### config.mk
export PLATFORM = sky130hd
export DESIGN_NAME = param_register_file
export DESIGN_NICKNAME = d
export VERILOG_FILES = /design/src/rtl/reg_file_pkg.sv /design/src/rtl/reg_file_clear_seq.sv /design/src/rtl/param_register_file.sv
export SDC_FILE = /design/constraint.sdc
export NUM_CORES = 1
export LEC_CHECK = 0
export BUFFER_PORTS_ARGS = -buffer_cell sky130_fd_sc_hd__buf_2
export CELL_PAD_IN_SITES_DETAIL_PLACEMENT = 0
export CELL_PAD_IN_SITES_GLOBAL_PLACEMENT = 1
export CORE_MARGIN = 2
export CORE_UTILIZATION = 55
export CTS_CLUSTER_DIAMETER = 30
export DETAILED_ROUTE_END_ITERATION = 6
export GPL_TIMING_DRIVEN = 0
export PLACE_DENSITY_LB_ADDON = 0.1
export SYNTH_ARGS = -nofsm -noshare
export SYNTH_HDL_FRONTEND = slang
export SYNTH_HIERARCHICAL = 1
export SYNTH_SLANG_ARGS = --single-unit
export TNS_END_PERCENT = 10
### constraint.sdc
create_clock -name clk -period 5.45 [get_ports clk]
set_input_delay 0.2725 -clock clk [delete_from_list [all_inputs] [get_ports clk]]
set_output_delay 0.2725 -clock clk [all_outputs]
set_load 0.02 [all_outputs]
### src/rtl/reg_file_pkg.sv
// ============================================================================
// reg_file_pkg : shared clear-FSM state type and default register-file sizes.
// Revision: 1.0
// ============================================================================
`default_nettype none

package reg_file_pkg;

    typedef enum logic [0:0] {
        IDLE  = 1'b0,
        SWEEP = 1'b1
    } clr_state_e;

    localparam int DATA_W_DEF = 8;
    localparam int ADDR_W_DEF = 4;
    localparam int NUM_RD_DEF = 2;

endpackage

`default_nettype wire

### src/rtl/reg_file_clear_seq.sv
// ============================================================================
// reg_file_clear_seq : sweeps a zero write across every entry, one per cycle.
// Revision: 1.0
// ============================================================================
`default_nettype none

module reg_file_clear_seq
    import reg_file_pkg::*;
#(
    parameter int ADDR_W = ADDR_W_DEF
) (
    input  logic              clk,
    input  logic              rst,
    input  logic              clr_req,
    output logic              clr_busy,
    output logic              clr_done,
    output logic              sweep_en,
    output logic [ADDR_W-1:0] sweep_addr
);

    localparam logic [ADDR_W-1:0] LAST_ADDR = '1;

    clr_state_e        state_q;
    logic [ADDR_W-1:0] cnt_q;
    logic              busy_q;
    logic              done_q;

    // done_q is raised one edge early so it coincides with the final sweep write.
    always_ff @(posedge clk or posedge rst) begin
        if (rst) begin
            state_q <= IDLE;
            cnt_q   <= '0;
            busy_q  <= 1'b0;
            done_q  <= 1'b0;
        end else begin
            case (state_q)
                IDLE: begin
                    if (clr_req) begin
                        state_q <= SWEEP;
                        cnt_q   <= '0;
                        busy_q  <= 1'b1;
                        done_q  <= (LAST_ADDR == '0);
                    end
                end
                SWEEP: begin
                    if (cnt_q == LAST_ADDR) begin
                        state_q <= IDLE;
                        cnt_q   <= '0;
                        busy_q  <= 1'b0;
                        done_q  <= 1'b0;
                    end else begin
                        cnt_q   <= cnt_q + ADDR_W'(1);
                        done_q  <= ((cnt_q + ADDR_W'(1)) == LAST_ADDR);
                    end
                end
                default: begin
                    state_q <= IDLE;
                    cnt_q   <= '0;
                    busy_q  <= 1'b0;
                    done_q  <= 1'b0;
                end
            endcase
        end
    end

    assign clr_busy   = busy_q;
    assign clr_done   = done_q;
    assign sweep_en   = busy_q;
    assign sweep_addr = cnt_q;

endmodule

`default_nettype wire

### src/rtl/param_register_file.sv
// ============================================================================
// param_register_file : parametrised multi-read-port register file with
// optional zero register, write bypass and hardware clear sweep.
// Revision: 1.0
// ============================================================================
`default_nettype none

module param_register_file
    import reg_file_pkg::*;
#(
    parameter int DATA_W   = DATA_W_DEF,
    parameter int ADDR_W   = ADDR_W_DEF,
    parameter int NUM_RD   = NUM_RD_DEF,
    parameter bit ZERO_REG = 1'b1,
    parameter bit BYPASS   = 1'b1
) (
    input  logic                     clk,
    input  logic                     rst,
    input  logic                     wr_en,
    input  logic [ADDR_W-1:0]        wr_addr,
    input  logic [DATA_W-1:0]        wr_data,
    output logic                     wr_ready,
    input  logic [NUM_RD*ADDR_W-1:0] rd_addr,
    output logic [NUM_RD*DATA_W-1:0] rd_data,
    input  logic                     clr_req,
    output logic                     clr_busy,
    output logic                     clr_done
);

    localparam int DEPTH = 1 << ADDR_W;

    logic [DATA_W-1:0] mem_q [DEPTH];
    logic              sweep_en;
    logic [ADDR_W-1:0] sweep_addr;
    logic              wr_acc;
    logic              wr_store;

    reg_file_clear_seq #(
        .ADDR_W (ADDR_W)
    ) u_clear_seq (
        .clk        (clk),
        .rst        (rst),
        .clr_req    (clr_req),
        .clr_busy   (clr_busy),
        .clr_done   (clr_done),
        .sweep_en   (sweep_en),
        .sweep_addr (sweep_addr)
    );

    assign wr_ready = !clr_busy;
    assign wr_acc   = wr_en && wr_ready;
    // Writes to a hardwired zero entry are accepted but never stored.
    assign wr_store = wr_acc && !(ZERO_REG && (wr_addr == '0));

    always_ff @(posedge clk or posedge rst) begin
        if (rst) begin
            for (int i = 0; i < DEPTH; i++) begin
                mem_q[i] <= '0;
            end
        end else if (sweep_en) begin
            mem_q[sweep_addr] <= '0;
        end else if (wr_store) begin
            mem_q[wr_addr] <= wr_data;
        end
    end

    for (genvar k = 0; k < NUM_RD; k++) begin : g_rd
        logic [ADDR_W-1:0] addr;
        logic [DATA_W-1:0] data;

        assign addr = rd_addr[k*ADDR_W +: ADDR_W];

        always_comb begin
            data = mem_q[addr];
            if (ZERO_REG && (addr == '0)) begin
                data = '0;
            end else if (BYPASS && wr_acc && (wr_addr == addr)) begin
                data = wr_data;
            end
        end

        assign rd_data[k*DATA_W +: DATA_W] = data;
    end

endmodule

`default_nettype wire

Word-level counts from Yosys, hierarchy flattened
Index checks and enable logic that the tools add are counted.
{"block": "classes", "add_sub_neg": 1, "n_bitwise": 7, "eq_ne": 6, "reduce_logical": 13, "div": 0, "n_lt_le_gt_ge": 6, "multipliers": 0, "muxes": 29, "shifts": 0}
{"op": "$mux W128", "n": 2}
{"op": "$and A128 B128 Y128", "n": 1}
{"op": "$bwmux W128", "n": 1}
{"op": "$not A128 Y128", "n": 1}
{"op": "$mux W8", "n": 10}
{"op": "$bmux W8 S4", "n": 2}
{"op": "$demux W8 S4", "n": 2}
{"op": "$ge A5 B5 Y1 const B", "n": 4}
{"op": "$not A4 Y5", "n": 4}
{"op": "$logic_not A4 Y1", "n": 3}
{"op": "$lt A5 B1 Y1 const B", "n": 2}
{"op": "$eq A4 B4 Y1", "n": 2}
{"op": "$eq A4 B4 Y1 const B", "n": 2}
{"op": "$mux W4", "n": 2}
{"op": "$pmux W4 S2", "n": 1}
{"op": "$logic_and A1 B1 Y1", "n": 6}
{"op": "$mux W1", "n": 6}
{"op": "$pmux W1 S2", "n": 3}
{"op": "$add A4 B1 Y4 const B", "n": 1}
{"op": "$ne A2 B2 Y1 const B", "n": 2}
{"op": "$logic_not A1 Y1", "n": 2}
{"op": "$reduce_and A2 Y1", "n": 1}
{"op": "$reduce_bool A2 Y1", "n": 1}
{"op": "$not A1 Y1", "n": 1}
{"block": "totals", "romBits": 0, "ram_bits": 0, "elab_cells": 82, "output_inout_bits": 19, "ff_bits": 135, "latch_bits": 0, "in_bits": 24, "n_memories": 0}

Depth between registers and ports, before layout
Gate-level depths: netlist (run 1).
{"block": "depth", "depth_word": 8, "depth_mapped": 7, "ltp_nobuf": 4}

Cells and area by module
Netlist (run 1), hierarchy kept.
{"mod": "param_register_file", "area_each_um2": 7368.3, "cells_per_inst": 580, "n_inst": 1, "seq_area_each_um2": 3203.1}
{"mod": "reg_file_clear_seq", "area_each_um2": 374.1, "cells_per_inst": 40, "n_inst": 1, "seq_area_each_um2": 175.2}

Worst setup path before layout (run 1)
Ideal clock, no wire load.
{"block": "synth_timing", "kind": "input port to output port", "from": "in rd_addr[2]", "to": "out rd_data[2]", "stages": 6, "required_ns": 5.178, "n_path_buf": 2, "arrival_ns": 1.724, "setup_slack_ns": 3.454, "cell_sequence": "buf_2 > or3b_2 > buf_1 > o22ai_1 > a211oi_1 > a31oi_1"}
{"block": "synth_via", "elab_chain_cells": 6, "elab_cells_between_ends": 9, "classes_between": "1 x eq/ne; 5 x mux; 1 x bitwise; 2 x reduce/logical"}
{"element": "start, declared", "line_no": "param_register_file.sv:23", "source": "input logic [NUM_RD*ADDR_W-1:0] rd_addr,"}
{"element": "$not A4 Y5 (not written as such)", "line_no": "param_register_file.sv:74", "source": "data = mem_q[addr];"}
{"element": "$bmux W8 S4", "line_no": "param_register_file.sv:74"}
{"element": "$mux W8 (not written as such) (2 in a row)", "line_no": "param_register_file.sv:74"}
{"element": "$mux W8", "line_no": "param_register_file.sv:77", "source": "end else if (BYPASS && wr_acc && (wr_addr == addr)) begin"}
{"element": "$mux W8 *", "line_no": "param_register_file.sv:75", "source": "if (ZERO_REG && (addr == '0)) begin"}
{"element": "end, declared", "line_no": "param_register_file.sv:24", "source": "output logic [NUM_RD*DATA_W-1:0] rd_data,"}
Every way passes the cells marked *; elsewhere a longest branch is shown, timed or not. The select of a mux whose other input is x is not followed.

Worst setup path after layout (run 1)
{"block": "layout_timing", "from": "reg u_clear_seq.busy_q (netlist: u_clear_seq/clr_busy)", "to": "out rd_data[9]"}
{"block": "layout_via", "elab_chain_cells": 5}
{"element": "start, declared", "line_no": "reg_file_clear_seq.sv:25", "source": "logic busy_q;"}
{"element": "start signal, assigned", "line_no": "reg_file_clear_seq.sv:33", "source": "busy_q <= 1'b0;"}
{"element": "start signal, assigned", "line_no": "reg_file_clear_seq.sv:41", "source": "busy_q <= 1'b1;"}
{"element": "start signal, assigned", "line_no": "reg_file_clear_seq.sv:49", "source": "busy_q <= 1'b0;"}
{"element": "$logic_not A1 Y1", "line_no": "param_register_file.sv:50", "source": "assign wr_ready = !clr_busy;"}
{"element": "$logic_and A1 B1 Y1", "line_no": "param_register_file.sv:51", "source": "assign wr_acc = wr_en && wr_ready;"}
{"element": "$logic_and A1 B1 Y1", "line_no": "param_register_file.sv:77"}
{"element": "$mux W8", "line_no": "param_register_file.sv:77"}
{"element": "$mux W8", "line_no": "param_register_file.sv:75"}
Every way passes these cells.

==> results of run 1 <==
-- repair_timing --
action,4_1_cts,5_1_grt
gates resized for setup,0,0
hold endpoints to repair,69,0
endpoints found under the setup margin,0,0
hold buffers,1,0
buffers inserted,0,0
-- power groups by stage --
stage	Sequential [mW]	Combinational (mW)	Clock, mW
6_report	1.83	1.41	1.19
3_5_place_dp	1.81	1.39	0
2_1_floorplan	1.69	1.06	0
5_1_grt	1.88	1.50	1.24
3_3_place_gp	1.79	1.36	0
4_1_cts	1.81	1.40	1.19
-- cells in the mapped netlist, types with 4 or more instances --
library cell   number  area share [%]
dfrtp_1           135              44
a22o_1            120              14
mux2i_1            65             8.4
mux4_2             32             9.3
o22ai_1            32             2.6
nand3_1            19             1.2
a31oi_1            18             1.5
a211oi_1           16             1.6
o31ai_1            16             1.6
clkbuf_1           14            0.68
buf_4              13             1.3
buf_2              12            0.78
nand2_1            11            0.53
a21oi_1            10            0.65
and2_1              8            0.65
dlygate4sd3_1       8             1.0
nor4_4              8             2.2
xnor2_1             8            0.91
inv_1               7            0.34
nor2b_1             6            0.48
nor3_4              6             1.3
buf_6               5            0.73
buf_1               4            0.19
nor2_1              4            0.19
or2_2               4            0.32
or3b_2              4            0.45
-- through the flow --
stage / hold WS, ns / std cells
floorplan: 0.0759 / 620
global placement: 0.221 / 829
detailed placement: 0.260 / 830
CTS: 0.119 / 862
global route: 0.135 / 862
finish: 0.125 / 862
-- metal layers --
| layer | routed length [um] | share of wire [%] |
|---|---|---|
| met1 | 9890 | 40 |
| met2 | 11500 | 46 |
| met3 | 2240 | 9.0 |
| met4 | 1230 | 5.0 |
| met5 | 0 | 0 |
-- cell usage in the layout, fill, tap and decap left out, types with 3 or more instances in the layout --
master and count:
dfrtp_1 135, a22o_1 120, mux2i_1 65, buf_2 41, mux4_2 32, o22ai_1 32, nand3_1 19, a31oi_1 18
clkbuf_1 17, clkbuf_16 17, a211oi_1 16, o31ai_1 16, buf_4 13, nand2_1 11, a21oi_1 10, dlygate4sd3_1 9
nor4_4 8, and2_1 8, xnor2_1 8, inv_1 6, nor3_4 6, nor2b_1 6, buf_6 5, nor2_1 4
or2_2 4, buf_1 4, or3b_2 4, nand2b_1 3, a31oi_2 3, nand3b_1 3, and3_1 3, clkbuf_8 3
a21oi_2 3, inv_6 3, clkinv_4 3, bufinv_16 3, o21ai_0 3
-- path summary, 6_finish.rpt --
check,cells after the start,to,slack (ns),startpoint
setup / recovery,6,rd_data[9],2.57,u_clear_seq/clr_busy
hold / removal,3,u_clear_seq/clr_busy,0.13,clr_req
setup reg to reg,5,mem_q[110],2.86,u_clear_seq/clr_busy
hold reg to reg,2,u_clear_seq/clr_done,0.49,u_clear_seq/clr_done
max in group asynchronous,4,mem_q[77],4.27,rst
min in group asynchronous,3,u_clear_seq/state_q,0.35,rst
-- worst reg2reg max path, stage by stage (launching register included) --
cell and delay [ns]:
dfrtp_1 0.46, nand3b_1 0.21, buf_4 0.22, nor4b_4 0.77, a31oi_1 0.46, a22o_1 0.36
-- flip-flops by register name, summed over array words and instances, names as in the netlist --
| name | flops |
|---|---|
| u_clear_seq/sweep_addr | 4 |
| u_clear_seq/clr_busy | 1 |
| u_clear_seq/state_q | 1 |
| mem_q | 128 |
| u_clear_seq/clr_done | 1 |
-- cell type report --
class                      instances  area [um^2]  share of cell area [%]
timing repair buffer              31          183                    2.09
clock inverter                     9          141                    1.61
buffer                            57          375                    4.28
tap                              180          225                    2.57
multi-input combinational        421         3960                    45.2
inverter                           7         31.3                   0.357
sequential                       135         3380                    38.6
clock buffer                      22          464                    5.30
-- kinds of logic after synthesis --
family	after synthesis	share of synthesized area, %
AO/OA/AOI/OAI	224	22.7
flip-flops	135	43.6
multiplexers	99	18.0
AND/OR/NAND/NOR	86	9.07
buffers and inverters	64	5.19
XOR/XNOR	10	1.13
adder cells (fa/ha/maj)	2	0.323
==> results.tsv, run 1 <==
metric	value	unit
clock_sinks	135	
finalSetupViolCount	0	
vias_per_cell	7.14	
intPower	2.89	mW
synth.cell_area	7740	um^2
design_area	8760	um^2
synthesis.nets	646	
path_class	flip-flop to primary output	
worst_ep_required_time	5.18	ns
core-area	13800	um^2
die_x	123	um
path_buf_inv	2	
dp_hpwl	17.6	mm
synth_edf_count	0	
numPortBuffers	29	
power.switching	1.55	mW
netSwitchingFraction	34.9	%
clock_skew	0.00793	ns
leakagePower	3.91	nW
endpoint_kind	primary output	
cts_tree	yes	
power_density	507	nW/um^2
yosys_warnings	6	
drive_gt1_share	22.9	%
clock_latency	0.43	ns
utilization	63.4	%
grtUsageMet3	9.85	%
start_util	56.0	%
vias	6153	
ioPinCount	43	
hold_viol_final	0	
final_max_slew_viol_count	0	
critPathTopFamily	simple AND/OR/NAND/NOR gates	
slew_headroom	13.7	%
max_cap_violations	0	
wl	24.9	mm
ys_seq_area_share	43.6	%
post-place-ws	2.70	ns
place_area	8150	um^2
final_nets	696	
top_usage_layer	met2	
ant_nets	0	
synth_top_flop_cell	dfrtp_1	
cts_htree_levels	4	
areaGrowthSynthToFinish	13.2	%
synth_cell_type_count	45	
tightest_slew	1.29	ns
fmax	0.348	GHz
worstPathCellList	nor2b_1 > nand2_1 > or2_2 > clkbuf_1 > a31oi_1 > buf_2	
grt_max_degree	67	
tns	0	ns
grt_util_met1	45.8	%
ys_ff_latch	135	
worstPathArrival	2.60	ns
synth_cells	620	
seqPwrFrac	41.2	%
die_h	123	um
grt_util_met2	52.6	%
p_comb_share	31.9	%
rsz0062_at_grt	no	
outcome	finished, final reports clean	
drt_first_iter_violations	645	
vdd_drop_max	0.307	mV
cp_max_fo	9	
worst_slack	2.57	ns
place.gp.congestion	0.962	
num_rows	43	
async_flop_share	100	%
root_buffer	clkbuf_16	
start_kind	flip-flop	
slowest_stage	dfrtp_1	
nFillCells	1068	
wl_per_cell	28.9	um
fin_crit	2.88	ns
crit_path_max_incr_delay	0.46	ns
grt_pass1_vias	5973	
die_area	15000	um^2
cts.reportedPaths.clkPinSlew	0.06	ns
diodes	0	
clkPwrFrac	26.9	%
track_usage	34.7	%
grt_pass1_wl	37.1	mm
power	4.44	mW
fin_crit_sh	52.8	%
numCtsBuffers	17	
first_pass_iters	5	
route.detailed.drc	0	
min_path_type	input pin to flip-flop	
syn_area_per_cell	12.5	um^2
clk_path_buf_depth	2	
antenna_found_initial	0	
overflow	0	
Power figures use the tool's default switching activity.
==> inputs of run 2 (changes only) <==
Settings changed: CORE_UTILIZATION 55 to 51.
Clock period 5.45 ns to 2.9 ns, I/O delays scaled along.
==> run 2 against run 1 <==
Net effect:
- hold slack got worse by 0.095 ns
- largest power group unchanged
- setup slack got worse by 2.4 ns
- combinational power increased by 89%
- clock power increased by 85%
- cell count increased by 1.4%
- non-clock buffer count increased by 3
- sequential power increased by 87%
- global-route usage decreased by 2.1 points
- utilization decreased by 4.8 points
- first-iteration DRC count increased by 0.62%
==> results.tsv, run 2 (same netlist as run 1, synthesis figures left out) <==
metric	value	unit	change
clock_sinks	135		unchanged
regMostFlops	mem_q		
max_cap_violations	0		unchanged
ioPinCount	43		unchanged
clock_skew	0.00410	ns	-0.00383 ns
track_usage	32.6	%	-2.1 points
seqCellArea	3380	um^2	unchanged
grt_pass1_vias	5949		-0.40%
ant_nets	0		unchanged
cts_tree	yes		
cp_max_fo	9		unchanged
seqPwrFrac	41.3	%	about the same
worst_slack	0.198	ns	-2.38 ns
place.gp.congestion	0.936		-2.7%
areaGrowthSynthToFinish	13.8	%	
clock_latency	0.44	ns	about the same
root_buffer	clkbuf_16		
diodes	0		unchanged
leakagePower	3.92	nW	+0.22%
final_max_slew_viol_count	0		unchanged
start_util	51.5	%	-4.5 points
r2r_cells	5		unchanged
hold_viol_final	0		unchanged
overflow	0		unchanged
antenna_found_initial	0		unchanged
slowest_stage	dfrtp_1		
power_density	943	nW/um^2	+86%
crit_path_max_incr_delay	0.45	ns	about the same
whs_path_depth	2		-1
endpoint_kind	primary output		
vdd_drop_max	0.570	mV	+86%
min_path_type	input pin to flip-flop		
wl	25.6	mm	+2.9%
dp_hpwl	18.3	mm	+3.8%
power.switching	2.91	mW	+88%
cts.reportedPaths.clkPinSlew	0.06	ns	about the same
grt_pass1_wl	38.4	mm	+3.6%
hold_ws	0.0302	ns	-0.0952 ns
core-area	15000	um^2	+8.7%
tns	0	ns	unchanged
post-cts-setup-buffer-count	0		unchanged
die_area	16200	um^2	+7.6%
clk_path_buf_depth	2		unchanged
cts_htree_levels	4		unchanged
largest_register_ffs	128		unchanged
hp-start	wr_data[1]		
intPower	5.39	mW	+87%
nFillCells	1228		+15%
grt_util_met2	49.1	%	-3.5 points
p_comb_share	32.1	%	+0.2 points
worst_ep_required_time	2.76	ns	-2.42 ns
vias	6157		+0.065%
drt_first_iter_violations	649		+0.62%
rsz0062_at_grt	no		
utilization	58.6	%	-4.8 points
fin_crit	2.70	ns	
netSwitchingFraction	35.1	%	+0.15 points
numPortBuffers	29		unchanged
wl_per_cell	29.3	um	+1.5%
post-place-ws	0.404	ns	-2.30 ns
path_class	flip-flop to primary output		
rr_startpoint	u_clear_seq/clr_busy		
hold_path_end	mem_q[97]		
grt_max_degree	43		-36%
num_rows	45		+4.7%
final_common_cell	dfrtp_1		
final_nets	699		+0.43%
fmax	0.370	GHz	
tightest_slew	1.20	ns	-0.0908 ns
first_pass_iters	5		unchanged
grt_util_met1	45.0	%	-0.83 points
multiInputGateArea	3960	um^2	unchanged
slew_headroom	19.8	%	+6.1 points
cts_resized	0		unchanged
most-common-layout-cells	dfrtp_1, a22o_1, mux2i_1		
finalSetupViolCount	0		unchanged
outcome	finished, final reports clean		
worstPathCellList	nor2b_1 > nand2_1 > or2_2 > clkbuf_1 > a31oi_1 > buf_2		
vias_per_cell	7.04		-1.3%
die_x	127	um	+3.7%
holdBufCountCts	2		+1
drive_gt1_share	23.5	%	+0.60 points
worstPathArrival	2.56	ns	-0.04 ns
clkPwrFrac	26.5	%	-0.4 points
grtUsageMet3	8.00	%	-1.9 points
top_usage_layer	met2		
regToRegSetupSlack	0.38	ns	-2.48 ns
fin_crit_sh	93.2	%	
route.detailed.drc	0		unchanged
reg2reg_to	mem_q[104]		
numCtsBuffers	17		unchanged
die_h	127	um	+3.7%
start_kind	flip-flop		
run 2: cell count changes in the layout (fill, tap and decap cells not counted), sizes merged:
| cell | change |
|---|---|
| bufinv | -1 |
| buf | +2 |
| dlygate4sd3 | +1 |
| inv | -2 |
| clkinvlp | +4 |
run 2: worst max-delay path by stage:
| stage | endpoint | startpoint | cells after the start |
|---|---|---|---|
| 2_1_floorplan | mem_q[24] | u_clear_seq/clr_busy | 5 |
| 3_3_place_gp | mem_q[110] | rst | 2 |
| 3_5_place_dp | rd_data[6] | rd_addr[0] | 8 |
| 4_1_cts | rd_data[15] | u_clear_seq/clr_busy | 6 |
| 5_1_grt | rd_data[1] | u_clear_seq/clr_busy | 6 |
| 6_report | rd_data[9] | u_clear_seq/clr_busy | 6 |
run 2: metrics by stage:
| step | std cells | cell area, um^2 | power [mW] |
|---|---|---|---|
| after floorplan | 620 | 7750 | 5.17 |
| after global placement | 837 | 8130 | 5.91 |
| after detailed placement | 840 | 8190 | 6.03 |
| after CTS | 874 | 8810 | 8.25 |
| after global routing | 874 | 8810 | 8.65 |
| final | 874 | 8810 | 8.30 |
run 2: cell type report:
class	instances	area share, %
buffer	57	4.26
timing repair buffer	34	2.56
sequential	135	38.4
tap	188	2.67
clock inverter	10	1.34
inverter	7	0.341
multi-input combinational	421	45.0
clock buffer	22	5.50
run 2: per-layer routing:
| layer | part of all wire [%] | wire length (um) |
|---|---|---|
| met3 | 7.1 | 1830 |
| met1 | 43 | 10900 |
| met4 | 4.3 | 1100 |
| met2 | 46 | 11800 |
| met5 | 0 | 0 |
run 2: worst max-delay path: cells and delay by family, from the launching register on:
family	cells	cell delay, ns
simple gates	3	0.96
flops	1	0.45
buf+inv	2	0.43
compound gates	1	0.28
run 2: power by group through the flow:
stage / combinational (mW) / sequential, mW / clock, mW
after global placement: 2.55 / 3.36 / 0
after floorplan: 2.00 / 3.17 / 0
after global routing: 2.84 / 3.51 / 2.31
final: 2.67 / 3.43 / 2.20
after CTS: 2.64 / 3.40 / 2.22
after detailed placement: 2.62 / 3.41 / 0
